File: src/rtl/truth_table_scanner_pkg.sv
// Shared types and constants for the truth-table scanner.
// Latency: n/a (declarations only).
// Backpressure: n/a.
package truth_table_scanner_pkg;

    localparam int TT_WIDTH  = 16;
    localparam int IDX_WIDTH = 4;

    // Reference truth table of the evaluated function (ones at 7,9,10,11,13,14)
    localparam logic [TT_WIDTH-1:0] FF_TRUTH = 16'h6E80;

    typedef enum logic [1:0] {
        ST_IDLE  = 2'd0,
        ST_SCAN  = 2'd1,
        ST_CHECK = 2'd2,
        ST_DONE  = 2'd3
    } state_t;

    // Index of the lowest set bit; 0 when no bit is set
    function automatic logic [IDX_WIDTH-1:0] lowest_set(input logic [TT_WIDTH-1:0] v);
        logic [IDX_WIDTH-1:0] idx;
        idx = '0;
        for (int i = TT_WIDTH - 1; i >= 0; i--) begin
            if (v[i]) idx = IDX_WIDTH'(i);
        end
        return idx;
    endfunction

`ifdef MINTERM_COUNT_EN
    // Number of set bits in a truth table
    function automatic logic [IDX_WIDTH:0] popcount(input logic [TT_WIDTH-1:0] v);
        logic [IDX_WIDTH:0] cnt;
        cnt = '0;
        for (int i = 0; i < TT_WIDTH; i++) begin
            cnt = cnt + (IDX_WIDTH + 1)'(v[i]);
        end
        return cnt;
    endfunction
`endif

endpackage

File: src/rtl/truth_table_scanner_ff_eval.sv
// Combinational four-input function under test: s = f(a,b,c,d), a is the MSB.
// Latency: zero cycles (pure combinational).
// Backpressure: none.
module ff_eval (
    input  logic i_a,
    input  logic i_b,
    input  logic i_c,
    input  logic i_d,
    output logic o_s
);

    assign o_s = (~i_a &  i_b &  i_c &  i_d) |
                 ( i_a & ~i_c &  i_d)        |
                 ( i_a &  i_c & ~i_d)        |
                 ( i_a &  i_d & ~i_b);

endmodule

File: src/rtl/truth_table_scanner.sv
// Walks all 16 minterms through ff_eval, captures the truth table and compares it to a reference.
// Latency: done pulses 16*STEP_CYCLES+2 cycles after the start-sampling edge.
// Backpressure: none; start is ignored while busy or in DONE. Optional MINTERM_COUNT_EN adds o_ones_cnt.
module truth_table_scanner
    import truth_table_scanner_pkg::*;
#(
    parameter int unsigned STEP_CYCLES = 1
) (
    input  logic                 i_clk,
    input  logic                 i_rst_n,
    input  logic                 i_start,
    input  logic                 i_abort,
    input  logic [TT_WIDTH-1:0]  i_expected,
    output logic                 o_busy,
    output logic                 o_done,
    output logic [TT_WIDTH-1:0]  o_table,
    output logic                 o_pass,
    output logic                 o_mism_valid,
    output logic [IDX_WIDTH-1:0] o_mism_idx,
`ifdef MINTERM_COUNT_EN
    output logic [IDX_WIDTH-1:0] o_cur_idx,
    output logic [IDX_WIDTH:0]   o_ones_cnt
`else
    output logic [IDX_WIDTH-1:0] o_cur_idx
`endif
);

    // Last hold-counter value for a minterm; the counter is 4 bits wide (STEP_CYCLES <= 15)
    localparam logic [3:0] HOLD_LAST = 4'(STEP_CYCLES - 1);

    state_t               r_state;
    logic [IDX_WIDTH-1:0] r_cur_idx;
    logic [3:0]           r_hold;
    logic [TT_WIDTH-1:0]  r_table;
    logic [TT_WIDTH-1:0]  r_exp;
    logic                 r_busy;
    logic                 r_done;
    logic                 r_pass;
    logic                 r_mism_valid;
    logic [IDX_WIDTH-1:0] r_mism_idx;

    logic                 w_s;
    logic [TT_WIDTH-1:0]  w_diff;

    assign w_diff = r_table ^ r_exp;

    ff_eval u_ff_eval (
        .i_a (r_cur_idx[3]),
        .i_b (r_cur_idx[2]),
        .i_c (r_cur_idx[1]),
        .i_d (r_cur_idx[0]),
        .o_s (w_s)
    );

    // Scan FSM: sequence minterms, capture results, compare, pulse done
    always_ff @(posedge i_clk or negedge i_rst_n) begin
        if (!i_rst_n) begin
            r_state      <= ST_IDLE;
            r_cur_idx    <= '0;
            r_hold       <= '0;
            r_table      <= '0;
            r_exp        <= '0;
            r_busy       <= 1'b0;
            r_done       <= 1'b0;
            r_pass       <= 1'b0;
            r_mism_valid <= 1'b0;
            r_mism_idx   <= '0;
        end else begin
            r_done <= 1'b0;
            case (r_state)
                ST_IDLE: begin
                    // start wins over a simultaneous abort; abort alone does nothing here
                    if (i_start) begin
                        r_state      <= ST_SCAN;
                        r_busy       <= 1'b1;
                        r_cur_idx    <= '0;
                        r_hold       <= '0;
                        r_table      <= '0;
                        r_pass       <= 1'b0;
                        r_mism_valid <= 1'b0;
                        r_mism_idx   <= '0;
                        r_exp        <= i_expected;
                    end
                end
                ST_SCAN: begin
                    if (i_abort) begin
                        // Partial table is kept; pass/mism were cleared when the scan started
                        r_state   <= ST_IDLE;
                        r_busy    <= 1'b0;
                        r_cur_idx <= '0;
                        r_hold    <= '0;
                    end else if (r_hold == HOLD_LAST) begin
                        r_table[r_cur_idx] <= w_s;
                        r_hold             <= '0;
                        r_cur_idx          <= r_cur_idx + 4'd1;
                        if (r_cur_idx == 4'd15) begin
                            r_state <= ST_CHECK;
                        end
                    end else begin
                        r_hold <= r_hold + 4'd1;
                    end
                end
                ST_CHECK: begin
                    r_busy <= 1'b0;
                    if (i_abort) begin
                        r_state <= ST_IDLE;
                    end else begin
                        r_pass       <= (w_diff == '0);
                        r_mism_valid <= |w_diff;
                        r_mism_idx   <= lowest_set(w_diff);
                        r_state      <= ST_DONE;
                    end
                end
                ST_DONE: begin
                    r_done  <= 1'b1;
                    r_state <= ST_IDLE;
                end
                default: begin
                    r_state <= ST_IDLE;
                    r_busy  <= 1'b0;
                end
            endcase
        end
    end

`ifdef MINTERM_COUNT_EN
    logic [IDX_WIDTH:0] r_ones_cnt;

    // Ones count of the captured table, refreshed with the comparison results
    always_ff @(posedge i_clk or negedge i_rst_n) begin
        if (!i_rst_n) begin
            r_ones_cnt <= '0;
        end else if (r_state == ST_CHECK && !i_abort) begin
            r_ones_cnt <= popcount(r_table);
        end
    end

    assign o_ones_cnt = r_ones_cnt;
`endif

    assign o_busy       = r_busy;
    assign o_done       = r_done;
    assign o_table      = r_table;
    assign o_pass       = r_pass;
    assign o_mism_valid = r_mism_valid;
    assign o_mism_idx   = r_mism_idx;
    assign o_cur_idx    = r_cur_idx;

endmodule

File: config.mk
export PLATFORM = sky130hd
export DESIGN_NAME = truth_table_scanner
export DESIGN_NICKNAME = d
export VERILOG_FILES = /design/src/rtl/truth_table_scanner_pkg.sv /design/src/rtl/truth_table_scanner_ff_eval.sv /design/src/rtl/truth_table_scanner.sv
export SDC_FILE = /design/constraint.sdc
export NUM_CORES = 1
export LEC_CHECK = 0
export ABC_CLOCK_PERIOD_IN_PS = 2050
export BUFFER_PORTS_ARGS = -buffer_cell sky130_fd_sc_hd__buf_2
export CAP_MARGIN = 25
export CORE_MARGIN = 4
export CORE_UTILIZATION = 56
export CTS_BUF_LIST = sky130_fd_sc_hd__clkbuf_8 sky130_fd_sc_hd__clkbuf_16
export DETAILED_ROUTE_END_ITERATION = 10
export PLACE_DENSITY = 0.84
export SETUP_SLACK_MARGIN = 0.02
export SYNTH_ARGS = -nofsm -noshare
export SYNTH_HDL_FRONTEND = slang
export SYNTH_HIERARCHICAL = 1
export SYNTH_SLANG_ARGS = --single-unit
File: constraint.sdc
create_clock -name i_clk -period 2.05 [get_ports i_clk]
set_input_delay 0.41 -clock i_clk [delete_from_list [all_inputs] [get_ports i_clk]]
set_output_delay 0.41 -clock i_clk [all_outputs]
set_load 0.02 [all_outputs]
# Word-level counts from Yosys, hierarchy flattened
# Index checks and enable logic that the tools add are counted.
# totals
regBits	50
inputBits	20
out_inout_bits	28
# op_classes
n_addsub	2
n_lt_le_gt_ge	2
eq_ne	11
mux	47
bitwise	17
n_reduce_logical	15
# op_table
operator	count
$mux W4	22
$mux W16	3
$pmux W16 S2	1
$pmux W4 S2	3
$bwmux W16	1
$logic_not A16 Y1	1
$reduce_or A16 Y1	1
$xor A16 B16 Y16	1
$reduce_and A3 Y1	4
$mux W2	5
$ne A2 B2 Y1 const B	5
$and A1 B1 Y1	9
$add A4 B1 Y4 const B	2
$pmux W2 S4	1
$mux W1	7
$ne A3 B3 Y1 const B	2
$lt A4 B5 Y1 const B	1
$demux W1 S4	1
$eq A2 B2 Y1 const B	2
$eq A4 B4 Y1 const B	1
$ge A4 B1 Y1 const B	1
$logic_not A4 Y1	1
$not A1 Y1	4
$pmux W1 S2	2
other kinds (9)	13

# Logic depth before layout (Yosys ltp)
# Gate-level depths: netlist (run 1).
# logic_depth
ltp_word	19
depth_mapped	8

# Hierarchy
# Netlist (run 1), hierarchy kept.
# by_module_without_submodules
module	n_inst	cells_per_inst	area_each_um2	seq_area_each_um2
truth_table_scanner	1	263	2798.9	1251.2
ff_eval	1	5	30.0	0.0

# Least setup slack after synthesis (run 1)
# Ideal clock, no wire load.
# synth_path
path_type	flip-flop to flip-flop
startpoint	reg r_state[0]
endpoint	reg r_pass, in the netlist o_pass
setup_time_ns	0.068
t_arrival_ns	1.819
required_ns	1.982
path_slack_ns	0.163
path_stages_with_launch	9
path_cell_list	dfrtp_1 > inv_1 > ha_1 > buf_6 > nor2b_4 > buf_6 > or3_4 > nor4b_4 > a32o_1
# synth_between
elab_chain_cells	3
elab_cells_between_ends	7
# synth_lines
element	line_no	rtl
start: declaration	truth_table_scanner.sv:31	state_t r_state;
start signal: assignment	truth_table_scanner.sv:58	r_state <= ST_IDLE;
start signal: assignment	truth_table_scanner.sv:74	r_state <= ST_SCAN;
start signal: assignment	truth_table_scanner.sv:88	r_state <= ST_IDLE;
$eq A2 B2 Y1 / $logic_not A2 Y1 (equally long branches)	truth_table_scanner.sv:70	case (r_state)
$ne A2 B2 Y1 (no line) / $reduce_bool A2 Y1 (equally long branches)	-	
$reduce_and A3 Y1 (no line)	-	
end signal: assignment	truth_table_scanner.sv:108	r_pass <= (w_diff == '0);
end: declaration	truth_table_scanner.sv:38	logic r_pass;
# Parallel ways exist; a longest one is shown, timed or not.
# A chain may end at the register's enable or synchronous reset.

# Worst setup path in the final report (run 1)
# layout_path
startpoint	reg r_hold[0]
endpoint	reg r_table[12], in the netlist o_table[12]
# layout_between
elab_chain_cells	3
# layout_lines
element	line_no	rtl
start: declaration	truth_table_scanner.sv:33	logic [3:0] r_hold;
start signal: assignment	truth_table_scanner.sv:100	r_hold <= r_hold + 4'd1;
$logic_not A4 Y1	truth_table_scanner.sv:92	end else if (r_hold == HOLD_LAST) begin
$ne A2 B2 Y1 (no line)	-	
$reduce_and A4 Y1 (no line)	-	
end signal: indexed assignment	truth_table_scanner.sv:93	r_table[r_cur_idx] <= w_s;
end: declaration	truth_table_scanner.sv:34	logic [TT_WIDTH-1:0] r_table;
# No other way between the ends.

==> results.tsv, run 1 <==
stage	metric	value	unit
run_status	run status	finished clean	
sta	fmax	0.512	GHz
yosys	Cell Area, Synth	2830	µm²
detailed_routing	DR WL met3	304	µm
detailed_routing	Routed WL per cell	16.2	µm
global_route	Total GRT Usage	21.0	%
sta	Setup violations, final	0	
cells_and_area	Area growth, synth to finish	17.2	%
pwr	power share of the combinational group	47.1	%
detailed_routing	top layer in use	met4	
place	GPL Wtd Cong	0.861	
setup_path	crit start category	flop	
place	Placed Cells	383	
sta	Tcrit/Tclk final	95.3	%
die	die width	79.1	µm
pwr	Reg power frac	37.5	%
pwr	Max IR drop VDD	0.575	mV
pwr	Net Sw Frac	42.4	%
yosys	synth warn	6	
yosys	Post-synth ARST share	100	%
setup_path	Worst path slowest cell	or4b_4	
setup_path	CP max FO	6	
die	die area	6250	µm²
detailed_routing	Detailed Route Iter0 Violations	196	
setup_path	CP Launch Point	r_hold[0]$_DFFE_PN0P_	
detailed_routing	total number of vias	2254	
clocking	Reg clk slew, reported paths	110	ps
setup_path	CP max stage delay	540	ps
detailed_routing	WL met2	3.09	mm
sta	slew margin rel.	58.7	%
pwr	Clk pwr share	15.4	%
yosys	synth unique cells	49	
setup_path	CP endpoint kind	flop	
yosys	Post-synth EDFFs	0	
setup_path	Buf/Inv on CP	1	
global_route	vias in the first global route	2093	
global_route	largest net degree at the start of global routing	51	
cells_and_area	Final nets	353	
sta	TNS Setup	0	ps
yosys	Post-Syn Instances	268	
die	Core Region	4820	µm²
die	Die Height	79.1	µm
setup_path	required time of the critical path	2260	ps
sta	RSZ-0062 raised after global routing	yes	
yosys	Simple-Gate Fraction of Synth Area	19.2	%
yosys	sequential area share after synthesis	44.2	%
yosys	Synth area leader	dfrtp_1	
pwr	pwr dens	1220	nW/µm²
yosys	post-synth net total	298	
yosys	Top FF cell, synth	dfrtp_1	
setup_path	worst-path cell chain	inv_1, ha_1, or4b_4, a21oi_2, nand2_2, o311ai_1	
detailed_routing	total routed wirelength	6.34	mm
sta	worst-margin pin slew	613	ps
place	post-DP HPWL	4.54	mm
yosys	top post-synthesis cells by area	dfrtp_1, mux2_2, nand2_1	
clocking	CTS tree	done	
detailed_routing	1st-pass router iterations	5	
cells_and_area	final non-filler cell total	391	
job	max_cap viols	0	
pwr	leakage power	1.60	nW
clocking	Clk Latency, worst-skew pair	310	ps
global_route	grt ovf	0	
place	PortBufs	47	
cells_and_area	ANT cells	0	
detailed_routing	# DRC	0	
sta	final-report hold violation count	0	
setup_path	FF-to-FF setup slack	100	ps
sta	Hold Slack	68.8	ps
clocking	clock buffer count from CTS	5	
setup_path	FF-to-FF Start	r_hold[0]$_DFFE_PN0P_	
yosys	Avg Inst Size Synth	10.6	µm²
detailed_routing	Met1 Wirelength	2.85	mm
min_path	Hold Path Class	input port to asynchronous set/reset pin	
pwr	internal power	0.00232	W
yosys	Post-Synth XOR/XNOR Area	6.81	%
pwr	Final Total Pwr	0.00404	W
clocking	H-tree Lvls	2	
yosys	largest family of logic cells by synthesized area	simple AND/OR/NAND/NOR gates	
die	row count	25	
clocking	clock buffer depth	2	
setup_path	largest delay contributor family on the critical path	simple AND/OR/NAND/NOR gates	
cells_and_area	most frequent cells in the layout	dfrtp_1, buf_2, nand2_1	
pwr	Sw Pwr	0.00171	W
clocking	TritonCTS Sinks	50	
die	# IOs	48	
detailed_routing	Via density	5.76	
yosys	post-synth top area share	44.2	%
die	Starting Density	58.7	%
yosys	post-synthesis register bit count	50	
cells_and_area	commonest non-fill, non-tap cell in the layout	dfrtp_1	
setup_path	critical path class	flop to flop	
global_route	initial antenna violation count	0	
clocking	root buf cell	clkbuf_8	
detailed_routing	Antenna Nets Post-Route	0	
cells_and_area	layout cells sized above 1	29.6	%
sta	Slew Limit Fails	0	
global_route	first-pass GRT wire length	10.3	mm
setup_path	CP arrival	2160	ps
sta	Tmin final	1950	ps
sta	final setup skew	8.48	ps
yosys	post-synthesis compound-gate area fraction	11.4	%
yosys	mux contribution to synthesized area	11.0	%
cells_and_area	final core occ	68.9	%
yosys	Adder-Cell Fraction of Synth Area	4.42	%
## flip-flops by register name, indices dropped and copies added (netlist names), 2 cells and up
register and flops:
r_hold 4, r_state 2, o_cur_idx 4, o_table 16
o_mism_idx 4, r_exp 16
## logic make-up after synthesis
group,Yosys count
muxes,29
AOI/OAI and AO/OA,45
buffers and inverters,17
DFF,50
adders and majority gates,10
and+or+nand+nor,95
xor gates and xnor gates,22
## repair_timing
item                                    CTS  global route
gates resized for setup                   0             5
endpoints found under the setup margin    0             6
hold buffers                              0             0
setup buffers                             0             0
## worst reg2reg max path, stage by stage (launching register included)
cell	delay, ps
dfrtp_1	440
inv_1	80
ha_1	160
or4b_4	540
a21oi_2	200
nand2_2	130
o311ai_1	300
## metal layers
metal,GRT usage (%),vias up
met4,5.67,0
met5,0,-
met3,3.97,12
met1,29.9,1100
met2,33.1,69
li1,-,1073
## synth_stat cells, drive strengths merged (4+ instances only)
master / instances
nor3: 4
o21ai: 13
xor2: 13
o311ai: 4
xnor2: 9
mux2: 16
nand4: 4
nand3: 15
a21oi: 5
nor4: 5
nor2: 10
dfrtp: 50
clkbuf: 6
nor2b: 4
mux2i: 13
nand2: 37
buf: 4
ha: 10
inv: 7
## power by group through the flow
stage                     Clock, W  Sequential (W)  Combinational [W]
after floorplan                  0         0.00155            0.00130
after global placement           0         0.00151            0.00179
after detailed placement         0         0.00152            0.00182
after CTS                 0.000627         0.00150            0.00183
after global routing      0.000667         0.00154            0.00208
final                     0.000621         0.00151            0.00190
## through the flow
step                      instance area, µm²  setup slack [ps]
after floorplan                         2830               163
after global placement                  3190               193
after detailed placement                3190               113
after CTS                               3280              64.8
after global routing                    3320              3.71
final                                   3320              96.4
## layout make-up
| cell class | instances | area (µm²) |
|---|---|---|
| fillers | 393 | 1500 |
| flip-flops and latches | 50 | 1250 |
| clock buffers | 5 | 68.8 |
| multi-input cells | 201 | 1530 |
| inverters | 7 | 26.3 |
| well taps | 67 | 83.8 |
| repair buffers | 58 | 330 |
| clock inverters | 3 | 26.3 |
## worst paths after layout
kind | endpoint | cells past startpoint
min in group i_clk | r_exp[4]$_DFFE_PN0P_ | 2
min | o_cur_idx[0]$_DFFE_PN0P_ | 2
min reg2reg | o_mism_idx[3]$_DFFE_PN0P_ | 1
max reg2reg | o_table[12]$_DFFE_PN0P_ | 6
max in group asynchronous | o_mism_idx[0]$_DFFE_PN0P_ | 2
max | o_table[12]$_DFFE_PN0P_ | 6
Power figures use the tool's default switching activity.
==> inputs of run 2 (changes only) <==
==> constraint.sdc (replaced) <==
create_clock -name i_clk -period 2.05 [get_ports i_clk]
set_input_delay 0.1025 -clock i_clk [delete_from_list [all_inputs] [get_ports i_clk]]
set_output_delay 0.1025 -clock i_clk [all_outputs]
set_load 0.02 [all_outputs]
==> run 2 against run 1 <==
Register-to-register slack barely moved. Wire length rose by 7.3%. Flip-flop and latch count did not move. Largest power group unchanged. Largest cell class unchanged. Highest routed layer unchanged. Global-route usage rose by 1.5 points. Clock power fell by 1%. Die area did not move.
==> results.tsv, run 2 (synthesized netlist as in run 1, its figures left out) <==
stage	metric	value	unit
place	Placed Cells	384	
global_route	vias in the first global route	2270	
pwr	pwr dens	1210	nW/µm²
global_route	largest net degree at the start of global routing	28	
sta	fmax	0.513	GHz
die	Starting Density	58.7	%
detailed_routing	Routed WL per cell	17.2	µm
sta	Tcrit/Tclk final	95.2	%
detailed_routing	Antenna Nets Post-Route	0	
cells_and_area	final core occ	69.0	%
detailed_routing	total number of vias	2279	
die	row count	25	
setup_path	FF-to-FF Start	r_state[0]$_DFFE_PN0P_	
clocking	clock buffer depth	2	
place	GPL Wtd Cong	0.837	
die	die area	6250	µm²
sta	slew margin rel.	58.3	%
clocking	TritonCTS Sinks	50	
setup_path	r2r endpoint	o_pass$_DFFE_PN0P_	
cells_and_area	Area growth, synth to finish	17.5	%
detailed_routing	# DRC	0	
setup_path	Worst path slowest cell	dfrtp_1	
global_route	initial antenna violation count	0	
sta	worst-margin pin slew	625	ps
sta	Slew Limit Fails	0	
clocking	Reg clk slew, reported paths	100	ps
setup_path	critical path class	flop to flop	
clocking	setup bufs post-CTS	0	
setup_path	FF-to-FF setup slack	100	ps
place	post-DP HPWL	5.00	mm
sta	Tmin final	1950	ps
detailed_routing	1st-pass router iterations	4	
cells_and_area	layout cells sized above 1	28.6	%
sta	TNS Setup	0	ps
pwr	Max IR drop VDD	0.688	mV
setup_path	CP Launch Point	r_state[0]$_DFFE_PN0P_	
global_route	grt ovf	0	
cells_and_area	ANT cells	0	
setup_path	crit start category	flop	
setup_path	Critical Path End	o_pass$_DFFE_PN0P_	
sta	Hold Slack	6.13	ps
pwr	leakage power	1.60	nW
place	PortBufs	47	
cells_and_area	final non-filler cell total	396	
cells_and_area	FILL cells	395	
setup_path	CP max FO	8	
clocking	CTS tree	done	
setup_path	R2R cell count	6	
global_route	Total GRT Usage	22.5	%
run_status	run status	finished clean	
setup_path	CP max stage delay	400	ps
cells_and_area	commonest non-fill, non-tap cell in the layout	dfrtp_1	
setup_path	CP endpoint kind	flop	
setup_path	CP arrival	2200	ps
setup_path	required time of the critical path	2300	ps
clocking	H-tree Lvls	2	
detailed_routing	Detailed Route Iter0 Violations	122	
cells_and_area	Final nets	358	
cells_and_area	most frequent cells in the layout	dfrtp_1, buf_2, nand2_1	
detailed_routing	total routed wirelength	6.80	mm
die	Die Height	79.1	µm
detailed_routing	Via density	5.76	
min_path	hold path depth	2	
sta	final-report hold violation count	0	
pwr	Final Total Pwr	0.00401	W
job	max_cap viols	0	
setup_path	worst-path cell chain	inv_1, ha_1, nor2b_4, or3_4, nor4b_4, a32o_1	
sta	final setup skew	12.7	ps
die	Core Region	4820	µm²
sta	Setup violations, final	0	
clocking	clock buffer count from CTS	5	
clocking	root buf cell	clkbuf_8	
global_route	first-pass GRT wire length	10.9	mm
die	# IOs	48	
sta	RSZ-0062 raised after global routing	yes	
min_path	Hold Path Class	input port to flop	
clocking	Clk Latency, worst-skew pair	320	ps
die	die width	79.1	µm
-- run 2: changes by cell type in the layout (fill, tap and decap cells not counted), sizes merged --
cell         previous run  this run
buf                    58        59
dlygate4sd3             0         4
-- run 2: worst min path at each step --
stage / startpoint / to
4_1_cts: i_expected[4] / r_exp[4]$_DFFE_PN0P_
6_report: i_expected[3] / r_exp[3]$_DFFE_PN0P_
2_1_floorplan: i_rst_n / o_busy$_DFFE_PN0P_
3_3_place_gp: i_rst_n / o_cur_idx[2]$_DFFE_PN0P_
5_1_grt: i_expected[5] / r_exp[5]$_DFFE_PN0P_
3_5_place_dp: i_rst_n / o_cur_idx[2]$_DFFE_PN0P_
-- run 2: metal layers --
metal / GRT usage [%] / vias to the layer above / wire length [µm]
li1: - / 1087 / -
met1: 29.5 / 1105 / 2930
met2: 37.4 / 68 / 3390
met3: 4.20 / 19 / 300
met4: 8.08 / 0 / 178
met5: 0 / - / 0
-- run 2: what timing repair did --
action,CTS,global route
hold endpoints to repair,25,3
hold buffers,1,3
setup endpoints to repair,0,4
resized for setup,0,1
-- run 2: through the flow --
stage	setup slack, ps	cell area [µm²]
6_report	98.9	3320
5_1_grt	16.6	3320
4_1_cts	99.0	3290
3_5_place_dp	126	3180
3_3_place_gp	173	3180
2_1_floorplan	163	2830
-- run 2: area by class of cell --
cell class / instances / area [µm²] / area share (%)
clock inverter: 3 / 26.3 / 0.790
tap: 67 / 83.8 / 2.52
inverter: 7 / 26.3 / 0.790
clock buffer: 5 / 68.8 / 2.07
timing repair buffer: 63 / 365 / 11.0
sequential: 50 / 1250 / 37.6
multi-input combinational: 201 / 1500 / 45.2
-- run 2: critical path, delay by kind of cell (launching register included) --
kind | cells | cell delay, ps
flops | 1 | 400
compound gates | 1 | 200
simple gates | 3 | 900
fa+ha+maj | 1 | 290
buf+inv | 1 | 100
-- run 2: where the power goes --
group / switching (W) / internal, W
Clock: 0.000361 / 0.000252
Combinational: 0.00107 / 0.000810
Sequential: 0.000273 / 0.00124
